$ cat src/rtl/imm_gen_stage.sv
// Immediate-generation stage for the RV32I/RV64I decode path: decodes the
// immediate from an instruction word and holds it in a main/skid register pair.
module imm_gen_stage #(
    parameter int XLEN        = 32,
    parameter int TAG_W       = 4,
    parameter int AUTO_DECODE = 0
) (
    input  logic             clk,
    input  logic             rst_n,
    input  logic             flush,
    input  logic             in_valid,
    output logic             in_ready,
    input  logic [31:0]      in_instr,
    input  logic [2:0]       in_sel,
    input  logic [TAG_W-1:0] in_tag,
    output logic             out_valid,
    input  logic             out_ready,
    output logic [XLEN-1:0]  out_imm,
    output logic             out_illegal,
    output logic [TAG_W-1:0] out_tag
);

    localparam logic [2:0] SEL_I     = 3'b000;
    localparam logic [2:0] SEL_S     = 3'b001;
    localparam logic [2:0] SEL_B     = 3'b010;
    localparam logic [2:0] SEL_J     = 3'b011;
    localparam logic [2:0] SEL_U     = 3'b100;
    localparam logic [2:0] SEL_Z     = 3'b101;
    localparam logic [2:0] SEL_SHAMT = 3'b110;
    localparam logic [2:0] SEL_RSV   = 3'b111;

    localparam logic [6:0] OP_LOAD   = 7'b0000011;
    localparam logic [6:0] OP_JALR   = 7'b1100111;
    localparam logic [6:0] OP_IMM    = 7'b0010011;
    localparam logic [6:0] OP_SYSTEM = 7'b1110011;
    localparam logic [6:0] OP_STORE  = 7'b0100011;
    localparam logic [6:0] OP_BRANCH = 7'b1100011;
    localparam logic [6:0] OP_JAL    = 7'b1101111;
    localparam logic [6:0] OP_LUI    = 7'b0110111;
    localparam logic [6:0] OP_AUIPC  = 7'b0010111;

    logic [2:0]       fmt;
    logic [31:0]      raw32;
    logic             raw_sext;
    logic             new_illegal;
    logic [XLEN-1:0]  new_imm;
    logic             xfer_in;

    logic             main_valid_q, main_valid_d;
    logic [XLEN-1:0]  main_imm_q, main_imm_d;
    logic             main_ill_q, main_ill_d;
    logic [TAG_W-1:0] main_tag_q, main_tag_d;
    logic             skid_valid_q, skid_valid_d;
    logic [XLEN-1:0]  skid_imm_q, skid_imm_d;
    logic             skid_ill_q, skid_ill_d;
    logic [TAG_W-1:0] skid_tag_q, skid_tag_d;

    // Format select: either supplied by the decoder or derived from the opcode.
    always_comb begin
        fmt = in_sel;
        if (AUTO_DECODE != 0) begin
            case (in_instr[6:0])
                OP_LOAD, OP_JALR: fmt = SEL_I;
                OP_IMM: begin
                    if (in_instr[14:12] == 3'b001 || in_instr[14:12] == 3'b101)
                        fmt = SEL_SHAMT;
                    else
                        fmt = SEL_I;
                end
                OP_SYSTEM:        fmt = in_instr[14] ? SEL_Z : SEL_I;
                OP_STORE:         fmt = SEL_S;
                OP_BRANCH:        fmt = SEL_B;
                OP_JAL:           fmt = SEL_J;
                OP_LUI, OP_AUIPC: fmt = SEL_U;
                default:          fmt = SEL_RSV;
            endcase
        end
    end

    // Build a 32-bit immediate first, then widen to XLEN by sign or zero fill.
    always_comb begin
        raw32       = '0;
        raw_sext    = 1'b1;
        new_illegal = 1'b0;
        case (fmt)
            SEL_I: raw32 = {{20{in_instr[31]}}, in_instr[31:20]};
            SEL_S: raw32 = {{20{in_instr[31]}}, in_instr[31:25], in_instr[11:7]};
            SEL_B: raw32 = {{19{in_instr[31]}}, in_instr[31], in_instr[7],
                            in_instr[30:25], in_instr[11:8], 1'b0};
            SEL_J: raw32 = {{11{in_instr[31]}}, in_instr[31], in_instr[19:12],
                            in_instr[20], in_instr[30:21], 1'b0};
            SEL_U: raw32 = {in_instr[31:12], 12'b0};
            SEL_Z: begin
                raw32    = {27'b0, in_instr[19:15]};
                raw_sext = 1'b0;
            end
            SEL_SHAMT: begin
                raw_sext = 1'b0;
                if (XLEN == 64)
                    raw32 = {26'b0, in_instr[25:20]};
                else
                    raw32 = {27'b0, in_instr[24:20]};
            end
            default: begin
                raw32       = '0;
                raw_sext    = 1'b0;
                new_illegal = 1'b1;
            end
        endcase
        if (raw_sext)
            new_imm = XLEN'(signed'(raw32));
        else
            new_imm = XLEN'(raw32);
    end

    assign in_ready = !skid_valid_q;
    assign xfer_in  = in_valid && in_ready;

    // Main only holds while stalled; otherwise it refills from skid first, then input.
    always_comb begin
        main_valid_d = main_valid_q;
        main_imm_d   = main_imm_q;
        main_ill_d   = main_ill_q;
        main_tag_d   = main_tag_q;
        skid_valid_d = skid_valid_q;
        skid_imm_d   = skid_imm_q;
        skid_ill_d   = skid_ill_q;
        skid_tag_d   = skid_tag_q;
        if (flush) begin
            main_valid_d = 1'b0;
            skid_valid_d = 1'b0;
        end else if (main_valid_q && !out_ready) begin
            if (xfer_in) begin
                skid_valid_d = 1'b1;
                skid_imm_d   = new_imm;
                skid_ill_d   = new_illegal;
                skid_tag_d   = in_tag;
            end
        end else if (skid_valid_q) begin
            main_valid_d = 1'b1;
            main_imm_d   = skid_imm_q;
            main_ill_d   = skid_ill_q;
            main_tag_d   = skid_tag_q;
            skid_valid_d = 1'b0;
        end else if (xfer_in) begin
            main_valid_d = 1'b1;
            main_imm_d   = new_imm;
            main_ill_d   = new_illegal;
            main_tag_d   = in_tag;
        end else begin
            main_valid_d = 1'b0;
        end
    end

    always_ff @(posedge clk or negedge rst_n) begin
        if (!rst_n) begin
            main_valid_q <= 1'b0;
            main_imm_q   <= '0;
            main_ill_q   <= 1'b0;
            main_tag_q   <= '0;
            skid_valid_q <= 1'b0;
            skid_imm_q   <= '0;
            skid_ill_q   <= 1'b0;
            skid_tag_q   <= '0;
        end else begin
            main_valid_q <= main_valid_d;
            main_imm_q   <= main_imm_d;
            main_ill_q   <= main_ill_d;
            main_tag_q   <= main_tag_d;
            skid_valid_q <= skid_valid_d;
            skid_imm_q   <= skid_imm_d;
            skid_ill_q   <= skid_ill_d;
            skid_tag_q   <= skid_tag_d;
        end
    end

    assign out_valid   = main_valid_q;
    assign out_imm     = main_imm_q;
    assign out_illegal = main_ill_q;
    assign out_tag     = main_tag_q;

endmodule
$ cat config.mk
export PLATFORM = sky130hd
export DESIGN_NAME = imm_gen_stage
export DESIGN_NICKNAME = d
export VERILOG_FILES = /design/src/rtl/imm_gen_stage.sv
export SDC_FILE = /design/constraint.sdc
export NUM_CORES = 1
export LEC_CHECK = 0
export CAP_MARGIN = 20
export CORE_ASPECT_RATIO = 0.8
export CORE_MARGIN = 5
export CORE_UTILIZATION = 35
export CTS_BUF_LIST = sky130_fd_sc_hd__clkbuf_8
export CTS_CLUSTER_DIAMETER = 150
export CTS_CLUSTER_SIZE = 8
export DETAILED_ROUTE_END_ITERATION = 16
export HOLD_SLACK_MARGIN = 0.02
export PLACE_DENSITY = 0.56
export SLEW_MARGIN = 40
export SYNTH_ARGS = -nofsm -noshare
export SYNTH_HDL_FRONTEND = slang
export SYNTH_SLANG_ARGS = --single-unit
$ cat constraint.sdc
create_clock -name clk -period 1.9 [get_ports clk]
set_input_delay 0.57 -clock clk [delete_from_list [all_inputs] [get_ports clk]]
set_output_delay 0.57 -clock clk [all_outputs]
set_load 0.05 [all_outputs]
; Yosys cells after proc, flatten, opt, wreduce, memory -nomap -nowiden
; Index checks and enable logic that the tools add are counted.
[totals]
inputBits = 44
out_inout_bits = 39
word_cells = 42
register_bits = 76
[classes]
bitwise = 2
eq_ne = 8
muxes = 15
n_reduce_logical = 9
[op_table]
columns = operator, count
row1 = one-hot mux 32 bit (7 select lines), 1
row2 = two-way mux 32 bit, 2
row3 = two-way mux 1 bit, 10
row4 = == test 3 bit (second input constant), 3
row5 = two-way mux 4 bit, 2
row6 = OR reduction 7 bit, 1
row7 = == test 3 x 2 -> 1 bit (second input constant), 2
row8 = AND reduction 3 bit, 2
row9 = == test 3 x 1 -> 1 bit (second input constant), 1
row10 = logical NOT 3 bit, 1
row11 = != test 3 bit (second input constant), 1
row12 = logical AND 1 bit, 2
row13 = logical NOT 1 bit, 2
row14 = != test 2 bit (second input constant), 1
row15 = NOT 1 bit, 2
row16 = nonzero test 2 bit, 1

; Depth between registers and ports, before layout
[depth]
ltp_word = 6
mapped_depth = 6
ltp_nobuf = 4

; Worst setup path before layout
; No wires, ideal clock.
[synth_timing]
kind = register -> register
from = reg main_valid_q (netlist: out_valid)
to = reg main_imm_q[27] (netlist: out_imm[27])
t_required_ns = 1.775
n_path_buf = 1
t_arrival_ns = 1.625
setup_ns = 0.125
setup_slack_ns = 0.150
path_stages_with_launch = 5
cell_sequence = dfrtp_1 -> nor2b_4 -> nor3_4 -> buf_2 -> mux2_2
[synth_between]
elab_chain_len = 3
[synth_lines]
columns = element, line
row1 = from (decl), 49  ; logic main_valid_q, main_valid_d;
row2 = from (signal assigned), 166  ; main_valid_q <= main_valid_d;
row3 = logical AND 1 bit, 132  ; end else if (main_valid_q && !out_ready) begin
row4 = NOT 1 bit (no line), n/a
row5 = AND reduction 3 bit (no line), n/a
row6 = to (signal assigned), 167  ; main_imm_q <= main_imm_d;
row7 = to (decl), 50  ; logic [XLEN-1:0] main_imm_q, main_imm_d;
; Every way passes these cells.
; A chain may end at the register's enable or synchronous reset.

; Worst setup path in the final report
[layout_timing]
from = in in_sel[2]
to = reg main_imm_q[28] (netlist: out_imm[28])
[layout_between]
elab_chain_len = 4
[layout_lines]
columns = element, line
row1 = from (decl), 14  ; input logic [2:0] in_sel,
row2 = == test 3 bit (tied with other cells), 85  ; case (fmt)
row3 = one-hot mux 32 bit (7 select lines) *, 85
row4 = two-way mux 32 bit *, 145  ; end else if (xfer_in) begin
row5 = two-way mux 32 bit *, 139  ; end else if (skid_valid_q) begin
; Every way passes the cells marked *; elsewhere a longest branch is shown, timed or not. The select of a mux whose other input is x is not followed.

==> qor.yml <==
detailed_routing:
  detail_route.iter0.violations: 213
  avg_vias_per_cell: 4.92
  postRouteWirelength_um: 9620
  post_drt_wl_per_cell_um: 15.6
  firstDrtPassIters: 4
  remaining_drc_errors: 0
  detail_route_antenna_nets: 0
  routed-via-count: 3037
floorplanning:
  die_height_um: 103
  fp.dieArea_um2: 12900
  core_region_area_um2: 10400
  die_width_um: 126
  design.portCount: 83
  initial_utilization: 0.361
  floorplan.rows: 33
synthesis:
  syn-mean-instance-area_um2: 9.56
  synthAdderAreaFrac: 0
  synth.top_cells.by_area: "sky130_fd_sc_hd__dfrtp_1 51%, sky130_fd_sc_hd__mux2_2 7.8%, sky130_fd_sc_hd__nand2_1 6.9%"
  synth.top_cell.area_share: 0.508
  simple_logic_cell_fraction_of_the_synthesized_area: 0.169
  fraction_of_the_yosys_area_taken_by_sequential_cells: 0.508
  syn_inst: 392
  async_flop_share: 1.00
  synth_compound_area_frac: 0.162
  synthXorXnorAreaFrac: 0.00735
  ys_types: 32
  synth.largest_area_cell: "sky130_fd_sc_hd__dfrtp_1"
  post_synth_mux_area_share: 0.108
  synthesis.area_um2: 3750
  synth_edf_count: 0
  synthFlopType: "sky130_fd_sc_hd__dfrtp_1"
  ys_seq_elements: 76
  synth_fp_nets: 436
  combinational_family_with_the_most_area_after_synthesis: "simple AND/OR/NAND/NOR gates"
  ys.warnings.count: 0
timing:
  timing.final.crit_share: 0.961
  max_clock_freq_mhz: 547
  setup_skew_ps: 4.86
  hold_viol: 0
  worst_slew_margin_rel: 0.697
  rsz_0062_raised_after_global_routing: "false"
  worstMarginPinSlew_ps: 454
  report.final.setup_viol: 0
  setup_total_negative_slack_ps: 0
  layout_min_cycle_time_ps: 1830
  fin_hold_ws_ps: 56.1
  finalWorstSetupSlack_ps: 73.3
  timing_max_transition_violations_final: 0
worst_setup_path:
  critical_path_arrival_ps: 2070
  required_time_at_the_endpoint_of_the_critical_path_ps: 2140
  worst_r2r_path_cells: 5
  critical_path.startpoint_type: "primary input"
  reg2reg_from: "out_valid"
  worst_setup_path_endpoint: "out_imm[28]"
  ff2ff_setup_slack_ps: 390
  worstSetupPathType: "in2reg"
  worstReg2RegEnd: "skid_imm_q[30]"
  critical_path.endpoint_type: "flip-flop"
  critPathLaunch: "in_sel[2]"
  path_max_fanout: 34
layout:
  final_core_utilization: 0.477
  finalNetCount: 515
  multiInputGateArea_um2: 1700
  area_growth_pct: 32.0
  final-seq-area_um2: 1900
  fill_cells: 988
  postLayoutCellArea_um2: 4940
  drive_gt1_frac: 0.258
placed_design:
  dpl_cell_area_um2: 4680
  detailedPlacementHpwl_um: 6930
  place_ws_ps: -670
  io_buffers: 75
  weighted_congestion_reported_at_the_end_of_routability_driven_placement: 0.780
global_route:
  grt_pass1_wl_um: 15600
  grt_start_max_net_pins: 51
  grt_overflow: 0
  grt_pass1_vias: 2927
  antenna_violations_before_repair: 2
  grt_util_all_layers: 0.155
clocking:
  clockBufferDepth: 2
  clock_latency_of_the_later_clocked_register_in_the_worst_skew_pair_ps: 350
  worst_setup_hold_path_clk_slew_ps: 80
  tritoncts_clock_tree: "yes"
  cts-buffers-inserted: 9
  clock_tree.htree_level_count: 3
  clock_sink_count: 76
  post_cts_hold_buffer_count: 0
  cts-root-buf: "sky130_fd_sc_hd__clkbuf_8"
hold_path:
  hp-class: "in2async"
flow_run:
  drv.max_cap_violation_count: 0
outcome:
  status: "finished, final reports clean"
power_and_ir_drop:
  leakagePower_uw: 0.00218
  ir_drop_v: 0.000528
  power_density_nw_per_um2: 950
-- through the flow --
step                      std cells  power, uW
final                           617       4700
after detailed placement        600       3470
after floorplan                 392       2960
after global routing            617       4970
after CTS                       616       4750
after global placement          600       3450
-- report_power, final --
part / switching [uW] / internal [uW] / leakage, uW
combinational: 863 / 513 / 0.00110
clock: 587 / 669 / 0.000107
sequential: 161 / 1910 / 0.000974
-- layout make-up --
type / instances / area share
diodes: 1 / 0.000506
clock buffers: 11 / 0.0306
clock inverters: 5 / 0.0104
inverters: 2 / 0.00152
multi-input cells: 280 / 0.344
flip-flops and latches: 76 / 0.385
well taps: 140 / 0.0354
repair buffers: 102 / 0.193
-- flip-flops by register name (all words and copies together), names as in the netlist --
register and flops:
out_imm 32, out_valid 1, out_tag 4, out_illegal 1, skid_ill_q 1, skid_imm_q 32, skid_tag_q 4, skid_valid_q 1
-- layout by cell type, fill, tap and decap left out, types with 3 or more instances in the layout --
cell type and count:
sky130_fd_sc_hd__nand2_1 69, sky130_fd_sc_hd__nor2_1 13, sky130_fd_sc_hd__buf_4 59, sky130_fd_sc_hd__o21ai_1 10
sky130_fd_sc_hd__nand2b_1 9, sky130_fd_sc_hd__o211ai_2 4, sky130_fd_sc_hd__clkbuf_8 11, sky130_fd_sc_hd__nand3_1 21
sky130_fd_sc_hd__mux2i_1 11, sky130_fd_sc_hd__a21oi_1 34, sky130_fd_sc_hd__a22oi_1 4, sky130_fd_sc_hd__nand3b_1 8
sky130_fd_sc_hd__o21ai_0 45, sky130_fd_sc_hd__buf_12 7, sky130_fd_sc_hd__dfrtp_1 75, sky130_fd_sc_hd__inv_1 3
sky130_fd_sc_hd__o211ai_1 9, sky130_fd_sc_hd__clkdlybuf4s50_1 33, sky130_fd_sc_hd__mux2_2 26
-- worst max-delay path: stages --
cell and delay [ps]:
sky130_fd_sc_hd__clkdlybuf4s50_1 540, sky130_fd_sc_hd__buf_8 240, sky130_fd_sc_hd__nor2b_4 110, sky130_fd_sc_hd__a21oi_1 200
sky130_fd_sc_hd__o21ai_0 120, sky130_fd_sc_hd__mux2_2 280
-- synthesized netlist by cell type, types with 2 or more instances --
master / number
sky130_fd_sc_hd__nor2b_1: 4
sky130_fd_sc_hd__o211ai_1: 9
sky130_fd_sc_hd__o211ai_2: 4
sky130_fd_sc_hd__mux2_2: 26
sky130_fd_sc_hd__o21ai_0: 45
sky130_fd_sc_hd__o21ai_1: 10
sky130_fd_sc_hd__nand3_1: 22
sky130_fd_sc_hd__mux2i_1: 11
sky130_fd_sc_hd__clkbuf_1: 14
sky130_fd_sc_hd__inv_1: 2
sky130_fd_sc_hd__a21oi_1: 34
sky130_fd_sc_hd__nor3_1: 2
sky130_fd_sc_hd__nand2_1: 69
sky130_fd_sc_hd__nor2_1: 13
sky130_fd_sc_hd__nand2b_1: 10
sky130_fd_sc_hd__nand3b_1: 8
sky130_fd_sc_hd__a22oi_1: 4
sky130_fd_sc_hd__dfrtp_1: 76
sky130_fd_sc_hd__buf_2: 15
sky130_fd_sc_hd__buf_6: 2
-- what timing repair did --
item | CTS | global route
buffers inserted | 0 | 0
hold endpoints to repair | 0 | 0
endpoints found under the setup margin | 30 | 28
pin swaps | 0 | 1
gates resized for setup | 5 | 11
-- cells by family after synthesis --
kind of cell,Yosys count
and+or+nand+nor,134
AOI/OAI and AO/OA,108
DFF,76
muxes,37
buffers and inverters,36
xor gates and xnor gates,1
-- how the worst min path moves through the flow --
stage                from       endpoint  cells past startpoint
global placement    rst_n     out_imm[8]                      1
floorplan           rst_n    out_illegal                      0
detailed placement  rst_n     out_imm[8]                      1
global route        rst_n    out_imm[24]                      1
finish              rst_n  skid_imm_q[8]                      1
CTS                 rst_n    out_imm[24]                      1
-- routing by layer --
layer / vias up / global-route usage / routed length, um
met1: 1445 / 0.205 / 4540
met5: - / 0 / 7
met3: 6 / 0.0606 / 535
met2: 72 / 0.242 / 4480
met4: 2 / 0.0375 / 66
li1: 1512 / - / -
Note: power is estimated with default switching activity, not from simulation.
